File: config.mk
export PLATFORM = sky130hd
export DESIGN_NAME = i2c_bus_arbiter
export DESIGN_NICKNAME = d
export VERILOG_FILES = /design/src/rtl/i2c_bus_arbiter.sv
export SDC_FILE = /design/constraint.sdc
export NUM_CORES = 1
export LEC_CHECK = 0
export BUFFER_PORTS_ARGS = -buffer_cell sky130_fd_sc_hd__clkbuf_2
export CAP_MARGIN = 20
export CORE_ASPECT_RATIO = 1.4
export CORE_UTILIZATION = 36
export DETAILED_ROUTE_END_ITERATION = 16
export HOLD_SLACK_MARGIN = 0.08
export PLACE_DENSITY = 0.95
export RECOVER_POWER = 25
export SYNTH_ARGS = -nofsm -noshare
export SYNTH_HDL_FRONTEND = slang
export SYNTH_SLANG_ARGS = --single-unit
export TNS_END_PERCENT = 5
File: constraint.sdc
create_clock -name clk -period 2.2 [get_ports clk]
set_input_delay 0.11 -clock clk [delete_from_list [all_inputs] [get_ports clk]]
set_output_delay 0.11 -clock clk [all_outputs]
set_load 0.005 [all_outputs]
File: src/rtl/i2c_bus_arbiter.sv
// Round-robin arbiter sharing one I2C_Driver between two requesters; the owner keeps the bus until it drops req.
// Optional hold-time watchdog with lockout is enabled by defining I2C_ARB_TIMEOUT_EN.
module i2c_bus_arbiter #(
  parameter int unsigned TIMEOUT_CYCLES = 2000000,
  parameter int unsigned TO_W           = 21
) (
  input  logic       clk,
  input  logic       rst_n,
  input  logic       req0,
  input  logic       req1,
  output logic       gnt0,
  output logic       gnt1,
  input  logic       ena0,
  input  logic       rw0,
  input  logic       start0,
  input  logic       stop0,
  input  logic       rstart0,
  input  logic [7:0] data_wr0,
  output logic [7:0] data_rd0,
  output logic       busy0,
  output logic       ready0,
  output logic       ack_err0,
  input  logic       ena1,
  input  logic       rw1,
  input  logic       start1,
  input  logic       stop1,
  input  logic       rstart1,
  input  logic [7:0] data_wr1,
  output logic [7:0] data_rd1,
  output logic       busy1,
  output logic       ready1,
  output logic       ack_err1,
  output logic       m_ena,
  output logic       m_rw,
  output logic       m_start_transfer,
  output logic       m_stop_transfer,
  output logic       m_r_start,
  output logic [7:0] m_data_wr,
  input  logic [7:0] m_data_rd,
  input  logic       m_busy,
  input  logic       m_ready,
  input  logic       m_ack_err,
  output logic       owner,
  output logic       timeout_err
);

  typedef enum logic [1:0] {IDLE, OWN, DRAIN, RELEASE} state_t;

  state_t     state_q, state_d;
  logic       owner_d;
  logic       rr_q, rr_d;
  logic       timeout_d;
  logic       to_hit;
  logic [1:0] locked;
  logic       elig0, elig1, req_own;

`ifdef I2C_ARB_TIMEOUT_EN
  logic [TO_W-1:0] to_cnt;

  // Hold-time counter: zero on grant, counts every cycle spent in OWN
  always_ff @(posedge clk or negedge rst_n) begin
    if (!rst_n) begin
      to_cnt <= '0;
    end else if (state_q == IDLE && state_d == OWN) begin
      to_cnt <= '0;
    end else if (state_q == OWN) begin
      to_cnt <= to_cnt + TO_W'(1);
    end
  end

  assign to_hit = (state_q == OWN) && (to_cnt == TO_W'(TIMEOUT_CYCLES - 1));

  // An offender stays locked out until its request is seen low at an edge
  always_ff @(posedge clk or negedge rst_n) begin
    if (!rst_n) begin
      locked <= 2'b00;
    end else begin
      if (timeout_d && !owner)     locked[0] <= 1'b1;
      else if (!req0)              locked[0] <= 1'b0;
      if (timeout_d && owner)      locked[1] <= 1'b1;
      else if (!req1)              locked[1] <= 1'b0;
    end
  end
`else
  logic unused_cfg;
  assign unused_cfg = ^TO_W'(TIMEOUT_CYCLES);
  assign to_hit     = 1'b0;
  assign locked     = 2'b00;
`endif

  assign elig0   = req0 && !locked[0];
  assign elig1   = req1 && !locked[1];
  assign req_own = owner ? req1 : req0;

  always_ff @(posedge clk or negedge rst_n) begin
    if (!rst_n) begin
      state_q     <= IDLE;
      owner       <= 1'b0;
      rr_q        <= 1'b0;
      gnt0        <= 1'b0;
      gnt1        <= 1'b0;
      timeout_err <= 1'b0;
    end else begin
      state_q     <= state_d;
      owner       <= owner_d;
      rr_q        <= rr_d;
      gnt0        <= (state_d == OWN) && !owner_d;
      gnt1        <= (state_d == OWN) && owner_d;
      timeout_err <= timeout_d;
    end
  end

  // Next-state: grant, release on req drop, drain an abandoned transfer
  always_comb begin
    state_d   = state_q;
    owner_d   = owner;
    rr_d      = rr_q;
    timeout_d = 1'b0;
    unique case (state_q)
      IDLE: begin
        if (elig0 && elig1)  owner_d = rr_q;
        else if (elig0)      owner_d = 1'b0;
        else if (elig1)      owner_d = 1'b1;
        if (elig0 || elig1) begin
          state_d = OWN;
          rr_d    = !owner_d;
        end
      end
      OWN: begin
        if (!req_own) begin
          state_d = m_busy ? DRAIN : RELEASE;
        end else if (to_hit) begin
          state_d   = DRAIN;
          timeout_d = 1'b1;
        end
      end
      DRAIN:   if (!m_busy) state_d = RELEASE;
      RELEASE: state_d = IDLE;
      default: state_d = IDLE;
    endcase
  end

  // Bus and status muxing: owner sees the driver, everyone else sees a busy bus
  always_comb begin
    m_ena            = 1'b0;
    m_rw             = 1'b0;
    m_start_transfer = 1'b0;
    m_stop_transfer  = 1'b0;
    m_r_start        = 1'b0;
    m_data_wr        = 8'h00;
    busy0            = 1'b1;
    ready0           = 1'b0;
    ack_err0         = 1'b0;
    data_rd0         = 8'h00;
    busy1            = 1'b1;
    ready1           = 1'b0;
    ack_err1         = 1'b0;
    data_rd1         = 8'h00;
    if (state_q == OWN) begin
      if (!owner) begin
        m_ena            = ena0;
        m_rw             = rw0;
        m_start_transfer = start0;
        m_stop_transfer  = stop0;
        m_r_start        = rstart0;
        m_data_wr        = data_wr0;
        busy0            = m_busy;
        ready0           = m_ready;
        ack_err0         = m_ack_err;
        data_rd0         = m_data_rd;
      end else begin
        m_ena            = ena1;
        m_rw             = rw1;
        m_start_transfer = start1;
        m_stop_transfer  = stop1;
        m_r_start        = rstart1;
        m_data_wr        = data_wr1;
        busy1            = m_busy;
        ready1           = m_ready;
        ack_err1         = m_ack_err;
        data_rd1         = m_data_rd;
      end
    end else if (state_q == DRAIN) begin
      m_stop_transfer = 1'b1;
    end
  end

endmodule
==> results <==
- After floorplanning, the core was divided into 18 placement rows.
- The core region area is about 0.0018 mm^2.
- The category of cells accounting for the largest share of critical-path delay is simple AND/OR/NAND/NOR gates.
- The antenna diode instance count is 0.
- The critical path is of the reg2out type.
- The tightest hold margin is 137.7 ps.
- The synthesized netlist occupies a cell area of 714.4 um^2.
- The post-detailed-placement half-perimeter wirelength is between 1500 and 2000 um.
- The fraction of synthesized area in multiplexers is between 10% and 20%.
- The fraction of layout instances using a drive strength above 1 is 56.96%.
- The number of global-route vias before repair is between 700 and 800.
- For this block, the initial DRC count from the detailed router was 7.
- The worst hold path cell count is 2.
- The proportion of synthesized flip-flops having asynchronous set or reset is 100.0%.
- The cell count after synthesis is 84.
- After Yosys synthesis, XOR and XNOR cells account for 0% of the synthesized area.
- The number of unique standard cell types used by synthesis is 32.
- From synthesis to final layout, the design area changed by 53.24%.
- The synthesized design contains 0 enable-type register cells.
- By area the synthesized netlist is led by sky130_fd_sc_hd__dfrtp_1 (21%), sky130_fd_sc_hd__mux2i_1 (20%), sky130_fd_sc_hd__and3_1 (8.8%).
- For hold timing, the worst endpoint is state_q[0].
- The placed cell count is ~170.
- The number of buffers inserted by post-CTS setup repair is 0.
- The worst slack at placement is 669.2 ps.
- Dividing the detail-routed via count by the number of cells gives around 4.9.
- The worst register-to-register path ends at state_q[0].
- The clock net sink count is 6.
- The mean area per synthesized cell is around 8.5 um^2.
- Data on the critical path is required at its endpoint by 2090 ps.
- STA classifies the critical path startpoint as a register.
- The worst setup path is captured at a primary output.
- CTS built an H-tree with a depth of 1.
- In this run the number of cells on the critical path is 3.
- Across all layers, the routed design uses around 860 vias.
- The Yosys step of the flow raised 0 warnings.
- The total routed wirelength is approximately 2000 um.
- The worst reg2reg path startpoint is owner.
- In this design, the stage delay of the slowest critical-path cell is between 500 and 600 ps.
- Setup violations remaining at the end of the flow were counted as 0.
- Summed over all cells, the static leakage comes to a little under 0.7 nW.
- The post-synthesis sequential area ratio is between 20% and 30%.
- After Yosys synthesis, and, or, nand and nor cells account for 40.28% of the synthesized area.
- The worst supply voltage drop on vdd is around 0.00044 V.
- Headroom to the max-slew limit came out at 58.39%.
- The complex-gate fraction of the synthesized area is a little under a tenth.
- Across every metal layer, demand over resource in global routing totals ~18%.
- The worst register-to-register path has a depth of 3.
- Traced cell by cell, the critical path runs through nor3b_2 > or2b_1 > clkbuf_2.
- The number of antenna violations at the first check in global routing is 0.
- Across the routed clock network, the largest skew measured is between 0.5 and 0.6 ps.
- The maximum fanout count along the critical path is 13.
- The overall die area is 0.002169 mm^2.
- The deepest clock path buffer count is 2.
- Once the clock tree was built, the resizer swapped 0 gates to a different size.
- The clock tree from TritonCTS is done.
- The first detailed-routing pass took 4 iterations.
- Input and output buffers added on the ports amount to a little under 80.
- The worst path meets setup with 412.6 ps of slack.
- The overflow left after global routing is 0.
- The remaining antenna violation count is 0.
- Setup repair after global routing left no endpoint under its margin.
- The top flip-flop cell by instance count after synthesis is sky130_fd_sc_hd__dfrtp_1.
- For this run, design rule violations remaining after detail routing come to 0.
- Pin placement for this block handled 80 I/O pins.
- The final count of pins violating max slew is 0.
- The number of maximum-capacitance constraint violations is 0.
- Once the floorplan was initialized, standard cells occupied roughly 39% of the core.
- The hold path startpoint is m_busy.
- The share of synthesized cell area in full adder, half adder and majority cells is 0%.
- The final cell count without fillers is ~180.
- The total power density per cell area is roughly 1100 mW/mm^2.
- In the finished design, the share of the clock period the worst path needs comes to between 80% and 90%.
- The net count of the finished layout is about 200.
- The min-delay analysis places its worst path in the category in2reg.
- The final critical delay including setup and external delays is roughly 1800 ps.
- Entering global routing, the biggest net connects 29 pins.
- The timing-limited maximum frequency is 0.5595 GHz.
- The flip-flop and latch count after synthesis is 6.
- The number of hold violations in the final report is 0.
- At the worst endpoint, the arrival time is around 1700 ps.
- In this run, CTS created clock tree buffers numbering 3.
- The total negative setup slack is 0 ps.
- After synthesis, the largest family of logic cells by area is simple AND/OR/NAND/NOR gates.
- The slowest stage cell on the critical path is sky130_fd_sc_hd__dfrtp_1.
- The final weighted congestion in routability-driven placement is 0.7169.
- Clock tree synthesis selected as its root buffer the cell sky130_fd_sc_hd__clkbuf_4.
- The per-cell routed wire length is around 11 um.
- The pin slew with the least headroom to its limit is approximately 620 ps.
- The worst-case register-to-register setup slack is between 700 and 800 ps.
- The largest total area in the synthesized netlist belongs to sky130_fd_sc_hd__dfrtp_1.
- Counting both buffers and inverters, the worst setup path holds a total of 1.
- When the netlist entered floorplanning its net count stood at 125.
- The area fraction of the dominant cell type after synthesis is about a fifth.
- The run finished with clean final reports.
- The die span in y is around 55 um.
- The clock transition at the registers of the reported paths is 40 ps.
- The width of the chip is approximately 40 um.
- The share of the core filled with cells in the final layout is approximately three fifths.
- The later pin in the worst-skew pair is clocked with a latency of 240 ps.
- The global-route wire length before repair is between 2000 and 3000 um.
stage by stage:
stage	instance area [um^2]	power, mW
detailed placement	1074	1.114
finish	1095	1.184
global route	1095	1.319
floorplan	714.4	0.8443
CTS	1106	1.219
global placement	1074	1.077
timing repair:
| action | CTS | global route |
|---|---|---|
| endpoints found under the setup margin | 0 | 0 |
| endpoints found under the hold margin | 6 | 0 |
| hold buffers | 1 | 0 |
state kept, by name, indices dropped and copies added, names as in the netlist:
name and flops:
owner 1, rr_q 1, gnt1 1, state_q 2, gnt0 1
layout make-up:
| class | instances | area [um^2] |
|---|---|---|
| Multi-Input combinational cell | 68 | 489.2 |
| Sequential cell | 6 | 150.1 |
| Timing Repair Buffer | 80 | 404.1 |
| Clock buffer | 3 | 22.52 |
| Tap cell | 20 | 25.02 |
| Inverter | 1 | 3.754 |
| Fill cell | 177 | 729.5 |
cells in the mapped netlist, types with 2 or more instances:
master,number
sky130_fd_sc_hd__and2_2,5
sky130_fd_sc_hd__buf_2,2
sky130_fd_sc_hd__dfrtp_1,6
sky130_fd_sc_hd__buf_4,3
sky130_fd_sc_hd__nor3b_1,3
sky130_fd_sc_hd__and2_1,5
sky130_fd_sc_hd__nor2_1,12
sky130_fd_sc_hd__mux2i_1,14
sky130_fd_sc_hd__and3_1,10
sky130_fd_sc_hd__buf_6,2
per-layer routing:
layer  track usage (%)  part of all wire [%]  up-vias
met5                 0                     0        -
met4             6.897                     0        0
met3             2.439                   4.6        0
met2             32.79                    58       30
met1             19.25                    38      392
li1                  -                     -      442
worst max path at each step:
stage             endpoint  slack [ps]        from
2_1_floorplan  data_rd0[0]        1080       owner
3_3_place_gp         busy0         740  state_q[0]
3_5_place_dp         busy0         670  state_q[0]
4_1_cts              busy0         400  state_q[0]
5_1_grt              busy0         290  state_q[0]
6_report             busy0         410  state_q[0]
cells by family after synthesis:
logic type,count (synthesis)
buf+inv,10
flops,6
other cells,1
simple gates,45
compound gates,8
mux,14
power breakdown:
| group | switching [mW] | internal [mW] | leakage [nW] | total [mW] |
|---|---|---|---|---|
| Clock | 0.0369 | 0.0615 | 0.0138 | 0.0984 |
| Sequential | 0.0735 | 0.161 | 0.0726 | 0.234 |
| Combinational | 0.410 | 0.441 | 0.607 | 0.851 |
| Total | 0.520 | 0.664 | 0.693 | 1.18 |
placed cells by master (no fill, tap or decap), types with 3 or more instances in the layout:
cell type and instances:
sky130_fd_sc_hd__nor2_1 12, sky130_fd_sc_hd__and2_1 5, sky130_fd_sc_hd__and3_1 10, sky130_fd_sc_hd__clkbuf_2 78
sky130_fd_sc_hd__clkbuf_4 3, sky130_fd_sc_hd__and2_2 5, sky130_fd_sc_hd__dfrtp_1 6, sky130_fd_sc_hd__mux2i_1 14
sky130_fd_sc_hd__nor3b_1 3
worst reg2reg max path, cell delays in order, from the launching register on:
cell,delay (ps)
sky130_fd_sc_hd__dfrtp_1,350
sky130_fd_sc_hd__clkbuf_2,520
sky130_fd_sc_hd__mux2i_1,200
sky130_fd_sc_hd__a311oi_1,320
Power figures use the tool's default switching activity.
